**src/rtl/tetris_game_sequencer.sv**
```systemverilog
`default_nettype none
// ============================================================================
// Module   : tetris_game_sequencer
// Brief    : 4x8 Tetris game controller; sequences piece generation, gravity,
//            moves and line-clear passes. Optional macro: SEQ_HARD_DROP_EN.
// Revision : 1.0
// ============================================================================
module tetris_game_sequencer #(
    parameter int LINES_W      = 8,
    parameter int WAIT_TIMEOUT = 15
) (
    input  logic               clka,
    input  logic               restart_n,
    input  logic               start,
    input  logic               drop_tick,
    input  logic               move_left,
    input  logic               move_right,
`ifdef SEQ_HARD_DROP_EN
    input  logic               hard_drop,
`endif
    input  logic [1:0]         piece_sel,
    output logic               clr_req,
    output logic [2:0]         clr_state,
    output logic [1:0]         clr_piece,
    output logic [31:0]        clr_board,
    input  logic               clr_done,
    input  logic [31:0]        clr_board_in,
    input  logic               clr_error,
    output logic [31:0]        board,
    output logic               game_over,
    output logic               fault,
    output logic [LINES_W-1:0] lines
);
    localparam int                 C_TMR_W    = $clog2(WAIT_TIMEOUT + 1);
    localparam logic [C_TMR_W-1:0] C_TMR_LAST = C_TMR_W'(WAIT_TIMEOUT - 1);
    localparam logic [31:0]        C_COL0     = 32'h1111_1111;
    localparam logic [31:0]        C_COL3     = 32'h8888_8888;

    typedef enum logic [2:0] {
        S_IDLE     = 3'd0,
        S_GEN      = 3'd1,
        S_WAIT_GEN = 3'd2,
        S_FALL     = 3'd3,
        S_CLEAR    = 3'd4,
        S_WAIT_CLR = 3'd5,
        S_OVER     = 3'd6
    } state_t;

    state_t             state_q, state_d;
    logic [31:0]        board_q, board_d;
    logic [31:0]        mask_q, mask_d;
    logic [LINES_W-1:0] lines_q, lines_d;
    logic [C_TMR_W-1:0] tmr_q, tmr_d;
    logic [1:0]         piece_q, piece_d;
    logic [2:0]         phase_q, phase_d;
    logic               req_q, req_d;
    logic               over_q, over_d;
    logic               fault_q, fault_d;

    logic [31:0]        w_rest, w_down, w_left, w_right, w_spawn;
    logic               w_down_ok, w_left_ok, w_right_ok;
    logic [7:0]         w_full;
    logic [2:0]         w_bot;
    logic               w_any, w_two, w_hard;
    logic [LINES_W:0]   w_sum;
    logic [LINES_W-1:0] w_lines_sat;

`ifdef SEQ_HARD_DROP_EN
    logic hard_q, hard_d;
    assign w_hard = hard_q | hard_drop;
`else
    assign w_hard = 1'b0;
`endif

    // Settled cells are the board minus the active piece.
    assign w_rest     = board_q & ~mask_q;
    assign w_down     = mask_q << 4;
    assign w_left     = mask_q >> 1;
    assign w_right    = mask_q << 1;
    assign w_down_ok  = (mask_q[31:28] == 4'h0) && ((w_down & w_rest) == 32'h0);
    assign w_left_ok  = ((mask_q & C_COL0) == 32'h0) && ((w_left & w_rest) == 32'h0);
    assign w_right_ok = ((mask_q & C_COL3) == 32'h0) && ((w_right & w_rest) == 32'h0);

    always_comb begin
        case (piece_q)
            2'b00:   w_spawn = 32'h0000_0002;
            2'b01:   w_spawn = 32'h0000_0006;
            2'b10:   w_spawn = 32'h0000_0066;
            default: w_spawn = 32'h0000_0062;
        endcase
    end

    always_comb begin
        w_any = 1'b0;
        w_bot = 3'd0;
        for (int r = 0; r < 8; r++) begin
            w_full[r] = &board_q[r*4 +: 4];
            if (w_full[r]) begin
                w_any = 1'b1;
                w_bot = 3'(r);
            end
        end
        w_two = (w_bot != 3'd0) && w_full[w_bot - 3'd1];
    end

    // One extra bit catches the carry; the increment is at most 2.
    assign w_sum       = {1'b0, lines_q} + (LINES_W+1)'(w_two ? 2 : 1);
    assign w_lines_sat = w_sum[LINES_W] ? {LINES_W{1'b1}} : w_sum[LINES_W-1:0];

    always_comb begin
        state_d = state_q;
        board_d = board_q;
        mask_d  = mask_q;
        lines_d = lines_q;
        tmr_d   = tmr_q;
        piece_d = piece_q;
        phase_d = phase_q;
        req_d   = 1'b0;
        over_d  = over_q;
        fault_d = fault_q;
`ifdef SEQ_HARD_DROP_EN
        hard_d  = hard_q;
`endif
        case (state_q)
            S_IDLE: begin
                if (start) state_d = S_GEN;
            end
            S_GEN: begin
                piece_d = piece_sel;
                phase_d = 3'd0;
                req_d   = 1'b1;
                tmr_d   = '0;
                state_d = S_WAIT_GEN;
            end
            S_WAIT_GEN: begin
                tmr_d = tmr_q + 1'b1;
                if (clr_done) begin
                    if (clr_error) begin
                        over_d  = 1'b1;
                        state_d = S_OVER;
                    end else begin
                        board_d = clr_board_in;
                        mask_d  = w_spawn;
                        state_d = S_FALL;
                    end
                end else if (tmr_q == C_TMR_LAST) begin
                    fault_d = 1'b1;
                    state_d = S_OVER;
                end
            end
            S_FALL: begin
                if (w_hard || drop_tick) begin
                    if (w_down_ok) begin
                        mask_d  = w_down;
                        board_d = w_rest | w_down;
                    end else begin
                        mask_d  = '0;
                        state_d = S_CLEAR;
                    end
`ifdef SEQ_HARD_DROP_EN
                    hard_d = w_hard && w_down_ok;
`endif
                end else if (move_left && !move_right) begin
                    if (w_left_ok) begin
                        mask_d  = w_left;
                        board_d = w_rest | w_left;
                    end
                end else if (move_right && !move_left) begin
                    if (w_right_ok) begin
                        mask_d  = w_right;
                        board_d = w_rest | w_right;
                    end
                end
            end
            S_CLEAR: begin
                if (w_any) begin
                    lines_d = w_lines_sat;
                    phase_d = 3'd1;
                    req_d   = 1'b1;
                    tmr_d   = '0;
                    state_d = S_WAIT_CLR;
                end else begin
                    state_d = S_GEN;
                end
            end
            S_WAIT_CLR: begin
                tmr_d = tmr_q + 1'b1;
                if (clr_done) begin
                    board_d = clr_board_in;
                    state_d = S_CLEAR;
                end else if (tmr_q == C_TMR_LAST) begin
                    fault_d = 1'b1;
                    state_d = S_OVER;
                end
            end
            S_OVER: begin
                if (start) begin
                    board_d = '0;
                    mask_d  = '0;
                    lines_d = '0;
                    over_d  = 1'b0;
                    fault_d = 1'b0;
                    state_d = S_GEN;
                end
            end
            default: state_d = S_IDLE;
        endcase
    end

    always_ff @(posedge clka or negedge restart_n) begin
        if (!restart_n) begin
            state_q <= S_IDLE;
            board_q <= '0;
            mask_q  <= '0;
            lines_q <= '0;
            tmr_q   <= '0;
            piece_q <= 2'b00;
            phase_q <= 3'd1;
            req_q   <= 1'b0;
            over_q  <= 1'b0;
            fault_q <= 1'b0;
`ifdef SEQ_HARD_DROP_EN
            hard_q  <= 1'b0;
`endif
        end else begin
            state_q <= state_d;
            board_q <= board_d;
            mask_q  <= mask_d;
            lines_q <= lines_d;
            tmr_q   <= tmr_d;
            piece_q <= piece_d;
            phase_q <= phase_d;
            req_q   <= req_d;
            over_q  <= over_d;
            fault_q <= fault_d;
`ifdef SEQ_HARD_DROP_EN
            hard_q  <= hard_d;
`endif
        end
    end

    assign clr_req   = req_q;
    assign clr_state = phase_q;
    assign clr_piece = piece_q;
    assign clr_board = board_q;
    assign board     = board_q;
    assign game_over = over_q;
    assign fault     = fault_q;
    assign lines     = lines_q;

endmodule
`default_nettype wire

```
**config.mk**
```make
export PLATFORM = sky130hd
export DESIGN_NAME = tetris_game_sequencer
export DESIGN_NICKNAME = d
export VERILOG_FILES = /design/src/rtl/tetris_game_sequencer.sv
export SDC_FILE = /design/constraint.sdc
export NUM_CORES = 1
export LEC_CHECK = 0
export ABC_CLOCK_PERIOD_IN_PS = 6600
export CORE_ASPECT_RATIO = 0.5
export CORE_MARGIN = 2
export CORE_UTILIZATION = 35
export CTS_CLUSTER_DIAMETER = 60
export DETAILED_ROUTE_END_ITERATION = 12
export GPL_TIMING_DRIVEN = 0
export PLACE_DENSITY = 0.64
export SETUP_SLACK_MARGIN = 0.3
export SLEW_MARGIN = 20
export SYNTH_ARGS = -nofsm -noshare
export SYNTH_HDL_FRONTEND = slang
export SYNTH_SLANG_ARGS = --single-unit
```
**constraint.sdc**
```tcl
create_clock -name clka -period 6.6 [get_ports clka]
set_input_delay 1.32 -clock clka [delete_from_list [all_inputs] [get_ports clka]]
set_output_delay 1.32 -clock clka [all_outputs]
set_load 0.01 [all_outputs]
```
After elaboration in Yosys (flattened, before gate mapping)
Cells that the tools add are included.

cells by class
  reduce and logical (&&, ||, !) cells = 42
  add/sub/neg operators = 3
  equal/unequal tests = 24
  mux-type cells = 65
  $lt $le $gt $ge = 1
  bitwise gates (word level) = 8

operator list
  operator                                       number
  two-way mux 32 bit                             18
  zero test 32 bit                               5
  case mux 32 bit (4 select lines)               1
  AND 32 bit                                     3
  case mux 32 bit (3 select lines)               1
  OR 32 bit                                      2
  two-way mux 3 bit                              14
  AND reduction 4 bit                            10
  AND 31 x 32 -> 32 bit                          1
  inverter 32 bit                                1
  OR 32 x 31 -> 32 bit                           1
  two-way mux 8 bit                              3
  case mux 7 bit (3 select lines)                1
  inequality test 2 bit (second input constant)  9
  case mux 3 bit (6 select lines)                1
  two-way mux 1 bit                              16
  case mux 8 bit (2 select lines)                1
  inequality test 4 bit (second input constant)  3
  case mux 4 bit (3 select lines)                1
  adder 8 x 2 -> 9 bit                           1
  equality test 3 bit (second input constant)    3
  AND reduction 9 bit                            1
  nonzero test 3 bit                             3
  nonzero test 2 bit                             4
  25 further kinds                               39

word-level totals
  flip-flop bits (word level) = 87
  input port bits = 42

Logic depth before layout (Yosys ltp)
  word-level depth = 17
  gate-level depth with buffers = 18

Worst setup path after synthesis
Ideal clock, no wire load.

  kind = register to register
  start = reg board_q[7], in the netlist board[7]
  end = reg lines_q[5], in the netlist lines[5]
  cell stages (with the launch flop) = 16
  period minus slack after synthesis = 3.459 ns
  arrival time = 3.328 ns
  setup slack = 3.141 ns
  required time = 6.469 ns
  path buffers = 0
  cell sequence = dfrtp_1 -> nand4_1 -> o21ai_0 -> a21oi_1 -> o21a_1 -> ha_1 -> mux4_2 -> a211o_1 -> ha_1 -> inv_1 -> fa_1 -> nor2_1 -> and3_1 -> nand2b_1 -> o32ai_1 -> nor2_1

on the way
  word-level cells in the longest chain between the ends = 17

ends and longest elaborated chain
  element                                  line  text
  start, declared                          50    logic [31:0] board_q, board_d;
  start signal, assigned                   227   board_q <= board_d;
  AND reduction 4 bit *                    97    w_full[r] = &board_q[r*4 +: 4];
  two-way mux 1 bit                        98    if (w_full[r]) begin
  two-way mux 2 bit                        98
  two-way mux 3 bit (5 in a row)           98
  subtractor 3 x 1 -> 3 bit                103   w_two = (w_bot != 3'd0) && w_full[w_bot - 3'd1];
  binary-select mux 1 bit (select 3 bit)   103
  two-way mux 1 bit (not written as such)  103
  logical AND 1 bit                        103
  two-way mux 2 bit                        107   assign w_sum = {1'b0, lines_q} + (LINES_W+1)'(w_two ? 2 : 1);
  adder 8 x 2 -> 9 bit                     107
  two-way mux 8 bit                        108   assign w_lines_sat = w_sum[LINES_W] ? {LINES_W{1'b1}} : w_sum[LINES_W-1:0];
  two-way mux 8 bit                        176   if (w_any) begin
  case mux 8 bit (2 select lines)          124   case (state_q)
  end signal, assigned                     229   lines_q <= lines_d;
  end, declared                            52    logic [LINES_W-1:0] lines_q, lines_d;

Mark *: on every way between the ends. The rest lies on a longest branch, timed or not. The select of a mux whose other input is x is not followed.
A chain may end at the register's enable or synchronous reset.

Worst setup path after layout
  start = in move_left
  end = reg mask_q[21]

on the way
  word-level cells in the longest chain between the ends = 4

ends and longest elaborated chain
  element                                                                                   line      text
  start, declared                                                                           16        input logic move_left,
  zero test 1 bit / logical AND 1 bit (equally long branches)                               168, 163
  logical AND 1 bit / two-way mux 32 bit (equally long branches)                            168, 163
  inequality test 4 bit (no line) / two-way mux 32 bit (equally long branches)              n/a
  AND reduction 7 bit (no line) / case mux 32 bit (3 select lines) (equally long branches)  n/a
  end signal, assigned                                                                      228       mask_q <= mask_d;
  end, declared                                                                             51        logic [31:0] mask_q, mask_d;

Several ways; a longest one is shown, not always the timed one.

==> summary.md <==
| Metric | Value |
|---|---|
| Yosys reg bits | 85 |
| DIE AREA | between 0.02 and 0.025 mm^2 |
| Vias per cell | approximately 5.9 |
| Initial antenna violation count | 0 |
| Core area | 0.0184 mm^2 |
| Status | finished clean |
| DP HPWL | between 20 and 25 mm |
| Vias | approximately 6900 |
| Layout cells sized above 1 | 0.113 |
| P_leak | roughly 3.4 nW |
| DR iter-0 viols | ~700 |
| Reg2Reg Setup Slack | ~2600 ps |
| Clock power frac | 0.129 |
| Minimum clock period | roughly 4300 ps |
| Post-synth EDFFs | 0 |
| TritonCTS clock tree | done |
| Area growth, synth to finish | 28.2% |
| CTS buffer count | 9 |
| Site Rows | 35 |
| GPL Wtd Cong | between 0.9 and 1 |
| Top FF cell, synth | dfrtp_1 |
| Sequential share of power | 0.248 |
| Logic pwr share | 0.623 |
| Clock Sinks | between 80 and 90 |
| Routed WL per cell | 23.4 um |
| Sequential area share after synthesis | 0.323 |
| Nets@finish | 950 |
| # hold bufs at CTS | 0 |
| Setup CP Type | input pin to flip-flop |
| 1st-pass router iterations | 5 |
| Final WL | ~27 mm |
| Max Buffers Root-to-Sink | 2 |
| Mean Syn Cell Area | about 8.6 um^2 |
| Post-CTS Repair Setup Buffers | 0 |
| Ys async rst share | 1.00 |
| Final worst-path cycle share | 0.646 |
| Worst min path class | flip-flop to flip-flop |
| Final setup violation count | 0 |
| Chip height | around 100 um |
| Gate Count Post-Synth | between 700 and 800 |
| Final count of hold timing violations | 0 |
| Worst path required time | 6830 ps |
| Clock transition at path regs | 70 ps |
| Setup TNS Final | 0 ps |
| Io pins | 122 |
| RSZ-0062 raised after global routing | false |
| Diodes inserted | 0 |
| Critical Path AT | 4490 ps |
| Least-Margin Pin Slew | 907 ps |
| Yosys Warn Count | 0 |
| Most crowded layer after global routing | met1 |
| Sw frac | 0.469 |
| Total gr overflow | 0 |
| Remaining DRCs | 0 |
| NetSw | 1.97 mW |
| Root buf cell | clkbuf_16 |
| GR Util met3 | 0.0686 |
| Vias in the first global route | approximately 6400 |
| Clk_lat worst skew | ~360 ps |
| Max rail drop VDD | about 0.21 mV |
| ANT nets after route | 0 |
| Final slew viol count | 0 |
| Setup crit start kind | input pin |
| Port bufs | around 120 |
| Die width | 198 um |
| Pwr/cell area | roughly 500 mW/mm^2 |
| Max Clock Skew | ~13 ps |
| Pin count of the biggest net entering global routing | 57 |
| Max cap viols | 0 |
| Maximum fanout along the worst path | 10 |
| Met2 Usage GRT | 0.378 |
| Fmax | around 0.23 GHz |
| Cts repair resizes | 0 |
| Synthesized area | around 0.0066 mm^2 |
| Slew margin rel. | 0.396 |
| Global Route met1 Usage | 0.428 |
| PnR worst setup slack | 2330 ps |
| Worst setup EP type | flip-flop |
| Pre-CTS worst setup slack | between 2000 and 2500 ps |
| Initial Utilization | 0.357 |
| Pint | between 2 and 2.5 mW |
| First-pass GRT wire length | a little over 40 mm |
| Synth cell types | 62 |
| CTS H-Tree Depth | 3 |
| GRT Util Overall | 0.276 |
[critical path: stages]
cell and delay [ps]:
clkdlybuf4s50_1 480, nor2b_1 130, clkbuf_1 490, and4_1 340, o2111a_1 270, nand3_1 170
nand3_1 240, o211ai_1 310, buf_2 350, mux2_1 370
[synth_stat cells (9+ instances only)]
cell,number,share of area
and3_1,10,0.0095
nor2_1,83,0.047
mux2i_1,32,0.049
a21oi_1,53,0.040
buf_4,34,0.039
nand2_1,32,0.018
nor3b_1,20,0.023
nor2b_1,9,0.0085
a211o_1,24,0.032
dfrtp_1,84,0.32
mux2_2,28,0.048
nand4_1,20,0.019
nand3b_1,53,0.060
a2bb2oi_1,25,0.033
nor4_1,33,0.031
inv_1,18,0.010
o211ai_1,9,0.010
o21ai_0,20,0.015
nand2b_1,10,0.0095
clkbuf_1,56,0.032
[placed cells by master, fill, tap and decap left out, types with 9 or more instances in the layout]
cell type / n
nor2_1: 83
dfrtp_1: 84
inv_1: 18
clkbuf_16: 9
o211ai_1: 9
and3_1: 10
nor2b_1: 9
nand4_1: 20
clkbuf_1: 57
nand2_1: 32
a211o_1: 24
buf_4: 34
mux2_2: 28
a2bb2oi_1: 25
o21ai_0: 20
mux2i_1: 32
nor4_1: 33
clkdlybuf4s50_1: 118
nor3b_1: 20
nand3b_1: 53
a21oi_1: 53
nand2b_1: 10
[per-stage QoR]
step,hold WS [ps],cell area (um^2),std cells,util,total power [mW]
after floorplan,465,6590,768,-,2.47
after global placement,450,8110,1146,0.440,3.56
after detailed placement,466,8140,1147,0.442,3.59
after CTS,476,8450,1163,0.458,4.14
after global routing,492,8450,1163,0.458,4.41
final,467,8450,1163,0.458,4.20
[flip-flops by register name (all words and copies together), names as in the netlist]
name,cells
game_over,1
mask_q,32
state_q,3
clr_req,1
lines,8
clr_piece,2
board,32
fault,1
clr_state,1
tmr_q,4
[power groups by stage]
stage	clock (mW)	sequential [mW]	combinational (mW)
floorplan	0	0.983	1.49
CTS	0.549	1.03	2.56
finish	0.540	1.04	2.62
detailed placement	0	1.04	2.55
global placement	0	1.03	2.53
global route	0.566	1.07	2.78
[kinds of logic (layout without fill, tap and decap cells)]
group	Yosys count	in the layout	share of synthesized area
mux	64	64	0.105
compound gates	180	180	0.197
fa+ha+maj	9	9	0.0182
buf+inv	126	262	0.0963
xor+xnor	4	4	0.00532
other cells	1	2	0.000569
flops	85	85	0.323
simple gates	298	298	0.255
[path summary, 6_finish.rpt]
path | startpoint | cells past startpoint | end
worst min register to register | clr_state[0] | 2 | clr_state[0]
worst max-delay path | move_left | 10 | mask_q[21]
worst min-delay path | clr_state[0] | 2 | clr_state[0]
max in group asynchronous | restart_n | 2 | clr_state[0]
worst max register to register | board[6] | 15 | lines[5]
min in group asynchronous | restart_n | 1 | board[8]
[layout make-up]
cell class	instances	area (um^2)
inverter	18	67.6
clock buffer	11	243
buffer	108	567
fill	1830	9990
multi-input combinational	557	3840
clock inverter	5	60.1
timing repair buffer	120	1220
sequential	85	2130
tap	259	324
[layer usage]
| layer | part of all wire | up-vias |
|---|---|---|
| li1 | - | 3062 |
| met1 | 0.48 | 3434 |
| met2 | 0.39 | 374 |
| met3 | 0.11 | 34 |
| met4 | 0.015 | 0 |
| met5 | 0 | - |
Note: power is estimated with default switching activity, not from simulation.
